--- src/rtl/serial_sub_ctrl_pkg.sv ---
// Shared definitions for the bit-serial subtractor: FSM encodings, default width
// and a width helper used to size the bit-index counter.
package sub_defs;

    localparam int DEFAULT_WIDTH = 8;

    typedef enum logic [1:0] {
        ST_IDLE  = 2'd0,
        ST_SHIFT = 2'd1,
        ST_DONE  = 2'd2
    } state_t;

    // Ceiling log2, clamped to 1 so a single-bit counter still exists at WIDTH=1.
    function automatic int clog2(input int value);
        int result;
        int v;
        result = 0;
        v = value - 1;
        while (v > 0) begin
            result = result + 1;
            v = v >> 1;
        end
        return (result < 1) ? 1 : result;
    endfunction

endpackage

--- src/rtl/serial_sub_ctrl_full_sub_cell.sv ---
// One-bit full subtractor built from two half-subtractor cells and an OR.
// Purely combinational; the borrow register sits in the controller.
module full_sub_cell (
    input  logic a,
    input  logic b,
    input  logic bin,
    output logic d,
    output logic bout
);

    logic hs0_d;
    logic hs0_b;
    logic hs1_b;

    // First half-subtractor: a - b
    assign hs0_d = a ^ b;
    assign hs0_b = ~a & b;

    // Second half-subtractor: (a - b) - bin
    assign d     = hs0_d ^ bin;
    assign hs1_b = ~hs0_d & bin;

    assign bout  = hs0_b | hs1_b;

endmodule

--- src/rtl/serial_sub_ctrl.sv ---
// Bit-serial unsigned subtractor controller: accepts A,B, streams them LSB-first
// through one full-subtractor cell with a registered borrow, and returns A-B and the borrow.
module serial_sub_ctrl
    import sub_defs::*;
#(
    parameter int WIDTH = DEFAULT_WIDTH
) (
    input  logic             clk,
    input  logic             rst,
    input  logic             in_valid,
    output logic             in_ready,
    input  logic [WIDTH-1:0] a_in,
    input  logic [WIDTH-1:0] b_in,
    output logic             out_valid,
    input  logic             out_ready,
    output logic [WIDTH-1:0] diff_out,
    output logic             borrow_out,
    output logic             busy
);

    localparam int CNT_W = clog2(WIDTH);

    state_t             state_reg;
    state_t             state_next;

    logic [WIDTH-1:0]   a_sh_reg;
    logic [WIDTH-1:0]   b_sh_reg;
    logic [WIDTH-1:0]   diff_sh_reg;
    logic [WIDTH-1:0]   diff_next;
    logic [WIDTH-1:0]   diff_out_reg;
    logic               bor_reg;
    logic               borrow_out_reg;
    logic [CNT_W-1:0]   cnt_reg;

    logic               cell_d;
    logic               cell_bout;
    logic               last_bit;

    full_sub_cell u_cell (
        .a    (a_sh_reg[0]),
        .b    (b_sh_reg[0]),
        .bin  (bor_reg),
        .d    (cell_d),
        .bout (cell_bout)
    );

    // New difference bit enters at the MSB; after WIDTH shifts bit 0 is the LSB result.
    assign diff_next = WIDTH'({cell_d, diff_sh_reg} >> 1);
    assign last_bit  = (cnt_reg == CNT_W'(WIDTH - 1));

    always_ff @(posedge clk) begin
        if (rst) begin
            state_reg <= ST_IDLE;
        end else begin
            state_reg <= state_next;
        end
    end

    always_comb begin
        state_next = ST_IDLE;
        case (state_reg)
            ST_IDLE:  state_next = in_valid  ? ST_SHIFT : ST_IDLE;
            ST_SHIFT: state_next = last_bit  ? ST_DONE  : ST_SHIFT;
            ST_DONE:  state_next = out_ready ? ST_IDLE  : ST_DONE;
            default:  state_next = ST_IDLE;
        endcase
    end

    always_comb begin
        in_ready  = 1'b0;
        out_valid = 1'b0;
        busy      = 1'b0;
        case (state_reg)
            ST_IDLE:  in_ready = 1'b1;
            ST_SHIFT: busy     = 1'b1;
            ST_DONE: begin
                out_valid = 1'b1;
                busy      = 1'b1;
            end
            default: begin
                in_ready  = 1'b0;
                out_valid = 1'b0;
                busy      = 1'b0;
            end
        endcase
    end

    // Datapath: operands load only on an accepted handshake; results latch on the last bit.
    always_ff @(posedge clk) begin
        if (rst) begin
            a_sh_reg       <= '0;
            b_sh_reg       <= '0;
            diff_sh_reg    <= '0;
            bor_reg        <= 1'b0;
            cnt_reg        <= '0;
            diff_out_reg   <= '0;
            borrow_out_reg <= 1'b0;
        end else begin
            case (state_reg)
                ST_IDLE: begin
                    if (in_valid) begin
                        a_sh_reg    <= a_in;
                        b_sh_reg    <= b_in;
                        diff_sh_reg <= '0;
                        bor_reg     <= 1'b0;
                        cnt_reg     <= '0;
                    end
                end
                ST_SHIFT: begin
                    a_sh_reg    <= a_sh_reg >> 1;
                    b_sh_reg    <= b_sh_reg >> 1;
                    diff_sh_reg <= diff_next;
                    bor_reg     <= cell_bout;
                    cnt_reg     <= cnt_reg + CNT_W'(1);
                    if (last_bit) begin
                        diff_out_reg   <= diff_next;
                        borrow_out_reg <= cell_bout;
                    end
                end
                default: begin
                end
            endcase
        end
    end

    assign diff_out   = diff_out_reg;
    assign borrow_out = borrow_out_reg;

endmodule

--- config.mk ---
export PLATFORM = sky130hd
export DESIGN_NAME = serial_sub_ctrl
export DESIGN_NICKNAME = d
export VERILOG_FILES = /design/src/rtl/serial_sub_ctrl_pkg.sv /design/src/rtl/serial_sub_ctrl_full_sub_cell.sv /design/src/rtl/serial_sub_ctrl.sv
export SDC_FILE = /design/constraint.sdc
export NUM_CORES = 1
export LEC_CHECK = 0
export ABC_CLOCK_PERIOD_IN_PS = 1470
export BUFFER_PORTS_ARGS = -buffer_cell sky130_fd_sc_hd__buf_4
export CORE_MARGIN = 2
export CORE_UTILIZATION = 40
export DETAILED_ROUTE_END_ITERATION = 16
export SYNTH_ARGS = -nofsm -noshare
export SYNTH_HDL_FRONTEND = slang
export SYNTH_SLANG_ARGS = --single-unit
--- constraint.sdc ---
create_clock -name clk -period 1.47 [get_ports clk]
set_input_delay 0.147 -clock clk [delete_from_list [all_inputs] [get_ports clk]]
set_output_delay 0.147 -clock clk [all_outputs]
set_load 0.05 [all_outputs]
# After elaboration in Yosys (flattened, before gate mapping)
# Index checks and enable logic that the tools add are counted.
# W data, S select, Z words.
# word_totals
reg_bits,39
input_bits,20
output_inout_bits,12
wordCells,42
# classes
addsub,1
eq_ne,4
n_mux,17
bitwise,7
reduce_logical,5
# op_table
op,n
$pmux W8 S2,3
$mux W8,3
$pmux W2 S3,1
$pmux W3 S2,1
$mux W1,5
$mux W2,2
$reduce_and A2 Y1,2
$add A3 B1 Y3 const B,1
$eq A3 B3 Y1 const B,1
$mux W3,1
$and A1 B1 Y1,2
$eq A2 B1 Y1 const B,1
$eq A2 B2 Y1 const B,1
$logic_not A2 Y1,1
$ne A2 B2 Y1 const B,1
$not A1 Y1,2
$pmux W1 S2,1
$reduce_bool A2 Y1,1
$reduce_or A2 Y1,1
$xor A1 B1 Y1,2
$or A1 B1 Y1,1

# Longest topological paths before layout
# Gate-level depths: netlist of the first run.
# depth
ltp_word,5
mapped_depth,6

# Modules after synthesis
# From an unflattened synthesis of the first run, not the netlist that was laid out.
# unflattened
hier_cells,180
hier_area_um2,1666.6
# by_module_without_submodules
mod,instances,cells_each,area_each_um2,seq_area_each_um2
serial_sub_ctrl,1,176,1635.3,760.7
full_sub_cell,1,4,31.3,0.0

# Worst setup path after synthesis of the first run
# Ideal clock, no wire load.
# synth_timing
path_type,register -> register
from,register state_reg[0]
to,register a_sh_reg[0]
setup_ns,0.080
t_arrival_ns,1.708
required_time_ns,1.390
path_slack_ns,-0.318
stages_incl_launch_ff,7
synth_period_minus_slack_ns,1.788
cell_sequence,dfxtp_1 > inv_1 > ha_1 > mux2_4 > buf_6 > buf_6 > a211oi_2
# synth_between
elab_chain_cells,3
elab_cells_between_ends,6
# synth_rtl
element,line,source
start: declaration,serial_sub_ctrl.sv:23,state_t state_reg;
start signal: assignment,serial_sub_ctrl.sv:55,state_reg <= state_next;
$eq A2 B1 Y1 / $logic_not A2 Y1 (equally long branches),serial_sub_ctrl.sv:99,case (state_reg)
$reduce_bool A2 Y1 (no source line) / $ne A2 B2 Y1 (equally long branches),-,
$reduce_and A2 Y1 (no source line),-,
end signal: assignment,serial_sub_ctrl.sv:102,a_sh_reg <= a_in;
end signal: assignment,serial_sub_ctrl.sv:110,a_sh_reg <= a_sh_reg >> 1;
end: declaration,serial_sub_ctrl.sv:26,logic [WIDTH-1:0] a_sh_reg;
# Parallel ways exist; a longest one is shown, timed or not.
# A chain may end at the register's enable or synchronous reset.

# Final worst setup path of the first run
# layout_timing
from,register state_reg[0]
to,output port in_ready
# layout_between
elab_chain_cells,2
# layout_rtl
element,line,source
$logic_not A2 Y1,serial_sub_ctrl.sv:73,case (state_reg)
$mux W1,serial_sub_ctrl.sv:73,
end: declaration,serial_sub_ctrl.sv:11,"output logic in_ready,"
# Every way passes these cells.

==> impl_metrics.tcl, run 1 <==
set metrics [dict create \
    synth-seq-area-share_pct 45.7 \
    drc 0 \
    via_per_inst 4.98 \
    path_class "flip-flop to primary output" \
    grtUsageTotal_pct 16.0 \
    hold_slack_ns 0.104 \
    p_int_uw 1610 \
    fin_skew_ns 0.00593 \
    worstMarginPinSlew_ns 0.446 \
    cts_buffer_depth 2 \
    firstDrtPassIters 4 \
    die_w_um 68.5 \
    synth_top_area_share_pct 45.7 \
    status "completed" \
    synthMuxAreaShare_pct 9.92 \
    fillers 389 \
    worst_ir_drop_vdd_uv 578 \
    worstPathMaxFanout 4 \
    yosys.area_share.simple_pct 15.3 \
    fp.coreArea_sq_um 4000 \
    syn_to_final_growth_pct 24.3 \
    power_frac_comb_pct 15.8 \
    ys_types 21 \
    min_delay_worst_endpoint "a_sh_reg[7]" \
    ant_nets 0 \
    worstReg2RegEnd "cnt_reg[0]" \
    diodes 0 \
    crit_path_end_kind "primary output" \
    instances_no_fill 262 \
    synth_xor_area_share_pct 0 \
    drive_gt1_share_pct 30.2 \
    whs_path_depth 3 \
    clkTransAtPathRegs_ns 0.07 \
    hold_path_class "input pin to flip-flop" \
    p_clk_share_pct 33.3 \
    reg2reg_setup_slack_ns 0.10 \
    yosysWarningCount 0 \
    p_seq_share_pct 50.9 \
    most-common-layout-cells "buf_4 (37), dfxtp_1 (36), nand2_1 (28)" \
    initial_utilization_pct 41.6 \
    arrival_ns 1.23 \
    gp_congestion 0.690 \
    min_period_ns 1.38 \
    crit_required_ns 1.32 \
    timing.final.crit_share_pct 93.6 \
    die_h_um 68.5 \
    setup_violations 0 \
    worst_r2r_path_depth 5 \
    fmax_mhz 727 \
    numClockSinks 38 \
    drv_cap 0 \
    cp-start-kind "flip-flop" \
    final_common_cell "buf_4" \
    hold_violations 0 \
    nets 238 \
    cts-buffers-inserted 5 \
    p_sw_share_pct 25.8 \
    cts_tree "yes" \
    maxSlewHeadroom_pct 70.3 \
    switching_power_uw 561 \
    synthAdderAreaFrac_pct 5.71 \
    grt_overflow 0 \
    ys_ff_latch 38 \
    root_buffer "clkbuf_8" \
    fin_setup_tns_ns 0 \
    drv_slew 0 \
    dp_cells 253 \
    routedWlPerCell_um 12.8 \
    antenna_found_initial 0 \
    p_leak_uw 0.000818 \
    yosys.area.top_type "dfxtp_1" \
    synth_area_sq_um 1670 \
    wl_um 3360 \
    dr.first_iter.drc_count 85 \
    insertion_delay_ns 0.29 \
    holdCritStartpoint "a_in[7]" \
    hpwl_um 2150 \
    r2r_start "state_reg[0]" \
    grt_max_degree 39 \
    synth_top_family_by_area "compound AO/OA/AOI/OAI gates" \
    avgSynthCellArea_sq_um 9.36 \
    htreeDepth 2 \
    fp-row-count 23 \
    port_buffers 31 \
    via_count 1304 \
    netlist_instances 178 \
    synthTopCellsByArea "dfxtp_1 (46%), mux2i_1 (9.0%), a211oi_2 (7.5%)" \
    pwr_density_cell_nw_per_um2 1050 \
    boundaryPins 32 \
    synth_compound_area_share_pct 17.1 \
    dieArea_sq_um 4700 \
    postCtsSetupBuffers 0 \
    grt_pass1_vias 1272 \
    grt_pass1_wl_um 5540 \
    syn_nets 205 \
    rsz0062_at_grt "no" \
]
-- cells in the mapped netlist --
cell,number
nor2_1,17
mux2i_1,15
clkbuf_1,3
ha_1,6
a22oi_1,3
buf_6,3
and3b_1,1
mux2_4,1
fa_1,1
nor3_1,2
dfxtp_1,38
buf_4,1
nand2_1,28
and2_1,1
a211oi_1,5
inv_1,6
nand3_1,9
a211oi_2,10
nand3b_1,2
a21oi_1,20
buf_2,6
-- per-layer routing --
metal	vias up	wire (um)	global-route usage, %
met1	592	1600	19.6
met2	31	1560	26.3
met5	-	0	0
met4	0	29	5.25
met3	4	167	5.36
li1	677	-	-
-- repair_timing --
action                                 4_1_cts  5_1_grt
gates cloned                                 1        0
setup endpoints to repair                   18       15
hold buffers                                 0        0
gates resized for setup                      3        3
endpoints found under the hold margin        0        0
-- kinds of logic after synthesis --
family | Yosys count
adders and majority gates | 7
AOI/OAI and AO/OA | 38
DFF | 38
and+or+nand+nor | 60
buffers and inverters | 19
muxes | 16
-- how the worst max path moves through the flow --
stage | start | endpoint | slack [ns] | cells after the start
after floorplan | state_reg[1] | a_sh_reg[0] | 0.005 | 6
after global placement | state_reg[1] | b_sh_reg[6] | 0.05 | 5
after detailed placement | state_reg[0] | a_sh_reg[1] | -0.02 | 5
after CTS | state_reg[1] | diff_out[3] | 0.04 | 7
after global routing | state_reg[0] | a_sh_reg[5] | 0.007 | 4
final | state_reg[0] | in_ready | 0.09 | 4
-- through the flow --
stage	power, uW	utilization [%]	worst slack (ns)	instance area [sq um]
floorplan	1380	-	0.00548	1680
global placement	1450	48.6	0.0471	1940
detailed placement	1460	48.6	-0.0211	1940
CTS	2200	51.4	0.0434	2060
global route	2280	51.8	0.00735	2070
finish	2180	51.8	0.0947	2070
-- worst max-delay path, stage by stage, from the launching register on --
cell and delay, ns:
dfxtp_2 0.38, inv_2 0.07, ha_4 0.18, buf_4 0.14, buf_4 0.18
-- area by class of cell --
cell class,instances,area [sq um],area share [%]
multi-input cells,122,842,40.7
flip-flops and latches,38,763,36.9
clock buffers,7,86.3,4.17
inverters,6,22.5,1.09
well taps,50,62.6,3.02
repair buffers,38,289,14.0
clock inverters,1,5.00,0.242
-- power by group through the flow --
stage	Sequential, uW	Clock [uW]	Combinational [uW]
after floorplan	1120	0	262
after global placement	1130	0	320
after detailed placement	1130	0	330
after CTS	1110	748	345
after global routing	1110	795	377
final	1110	724	344
(Power assumes the default switching activity.)
==> inputs of run 2 (changes only) <==
--- a/config.mk
+++ b/config.mk
@@ -10,6 +10,7 @@
 export CORE_MARGIN = 2
 export CORE_UTILIZATION = 40
 export DETAILED_ROUTE_END_ITERATION = 16
+export RECOVER_POWER = 100
 export SYNTH_ARGS = -nofsm -noshare
 export SYNTH_HDL_FRONTEND = slang
 export SYNTH_SLANG_ARGS = --single-unit
==> run 2 against run 1 <==
Total power fell by 0.12%. Clock power barely moved. Sequential power hardly changed. Non-clock buffer count unchanged. Die area unchanged. Largest power group unchanged. Sequential share of layout area rose by 0.80 points. Clock skew fell by 0.00053 ns.
==> impl_metrics.tcl, run 2 (synthesis gave the netlist of run 1 again) <==
set metrics [dict create \
    status "completed" \
    cts_tree "yes" \
    grt_max_degree 39 \
    gp_congestion 0.690 \
    cp_slowest_stage_delay_ns 0.38 \
    cp-start-kind "flip-flop" \
    port_buffers 31 \
    cp_top_family "buffers and inverters" \
    drc 0 \
    fmax_mhz 726 \
    hold_buffers 0 \
    p_leak_uw 0.000777 \
    diodes 0 \
    maxSlewHeadroom_pct 59.8 \
    drv_slew 0 \
    fin_util_pct 50.7 \
    firstDrtPassIters 4 \
    worstMarginPinSlew_ns 0.605 \
    setup_violations 0 \
    die_h_um 68.5 \
    place_ws_ns -0.0211 \
    die_w_um 68.5 \
    clkTransAtPathRegs_ns 0.07 \
    final-seq-area_sq_um 763 \
    via_count 1306 \
    insertion_delay_ns 0.29 \
    most-common-layout-cells "dfxtp_1 (36), nand2_1 (28), buf_4 (26)" \
    final_common_cell "dfxtp_1" \
    grt_overflow 0 \
    instances_no_fill 262 \
    wl_um 3370 \
    htreeDepth 2 \
    path_buf_inv 3 \
    arrival_ns 1.23 \
    nets 238 \
    routedWlPerCell_um 12.9 \
    pwr_density_cell_nw_per_um2 1070 \
    cpMostUsedCell "buf_4" \
    timing.final.crit_share_pct 93.7 \
    root_buffer "clkbuf_8" \
    fin_skew_ns 0.00541 \
    crit_required_ns 1.32 \
    fillers 398 \
    worstPathMaxFanout 4 \
    setup_ws_ns 0.0930 \
    cts_buffer_depth 2 \
    ant_nets 0 \
    initial_utilization_pct 41.6 \
    grtUsageTotal_pct 16.0 \
    path_class "flip-flop to primary output" \
    grt_pass1_wl_um 5540 \
    cp_slowest_cell "dfxtp_2" \
    via_per_inst 4.98 \
    path_cells "inv_2 -> ha_4 -> buf_4 -> buf_4" \
    syn_to_final_growth_pct 21.7 \
    cts-buffers-inserted 5 \
    hpwl_um 2150 \
    multi_input_area_sq_um 837 \
    min_period_ns 1.38 \
    worst_ir_drop_vdd_uv 578 \
    crit_path_end_kind "primary output" \
    fp.coreArea_sq_um 4000 \
    dr.first_iter.drc_count 70 \
    hold_path_class "input pin to flip-flop" \
    dieArea_sq_um 4700 \
    boundaryPins 32 \
    dp_cells 253 \
    drive_gt1_share_pct 25.5 \
    rsz0062_at_grt "no" \
    hold_violations 0 \
    drv_cap 0 \
    fp-row-count 23 \
    numClockSinks 38 \
    hold_slack_ns 0.103 \
    antenna_found_initial 0 \
    grt_pass1_vias 1272 \
]
run 2: per-layer routing:
metal	track usage, %	up-vias	share of wire [%]
met2	26.3	27	47
met1	19.6	599	47
li1	-	676	-
met3	5.36	4	4.8
met4	5.25	0	0.86
met5	0	-	0
run 2: area by class of cell:
class | instances | area share (%)
inverter | 6 | 1.11
tap | 50 | 3.09
clock inverter | 1 | 0.247
timing repair buffer | 38 | 12.3
multi-input combinational | 122 | 41.3
sequential | 38 | 37.7
clock buffer | 7 | 4.26
run 2: per-stage QoR:
| stage | area [sq um] | TNS (ns) | power, uW |
|---|---|---|---|
| after detailed placement | 1940 | -0.0507 | 1460 |
| final | 2030 | 0 | 2170 |
| after global placement | 1940 | 0 | 1450 |
| after global routing | 2030 | 0 | 2280 |
| after floorplan | 1680 | 0 | 1380 |
| after CTS | 2060 | 0 | 2200 |
run 2: where the power goes:
group	internal, uW	switching [uW]
combinational	155	185
clock	378	348
sequential	1080	28.2
run 2: path summary, 6_finish.rpt:
kind,startpoint,end,slack [ns],depth (start not counted)
worst max register to register,state_reg[0],a_sh_reg[1],0.09,5
worst min-delay path,a_in[7],a_sh_reg[7],0.10,3
worst min register to register,diff_out[0],diff_out[0],0.45,2
worst max-delay path,state_reg[0],in_ready,0.09,4
run 2: worst min-delay path, cell delays in order:
cell	delay, ns
buf_4	0.08
a22oi_1	0.05
nor2_1	0.08
run 2: what timing repair did:
| item | in CTS | in global routing |
|---|---|---|
| endpoints found under the hold margin | 0 | 0 |
| setup buffers | 0 | 0 |
| gates cloned | 1 | 0 |
| resized for setup | 3 | 3 |
| setup endpoints to repair | 18 | 15 |
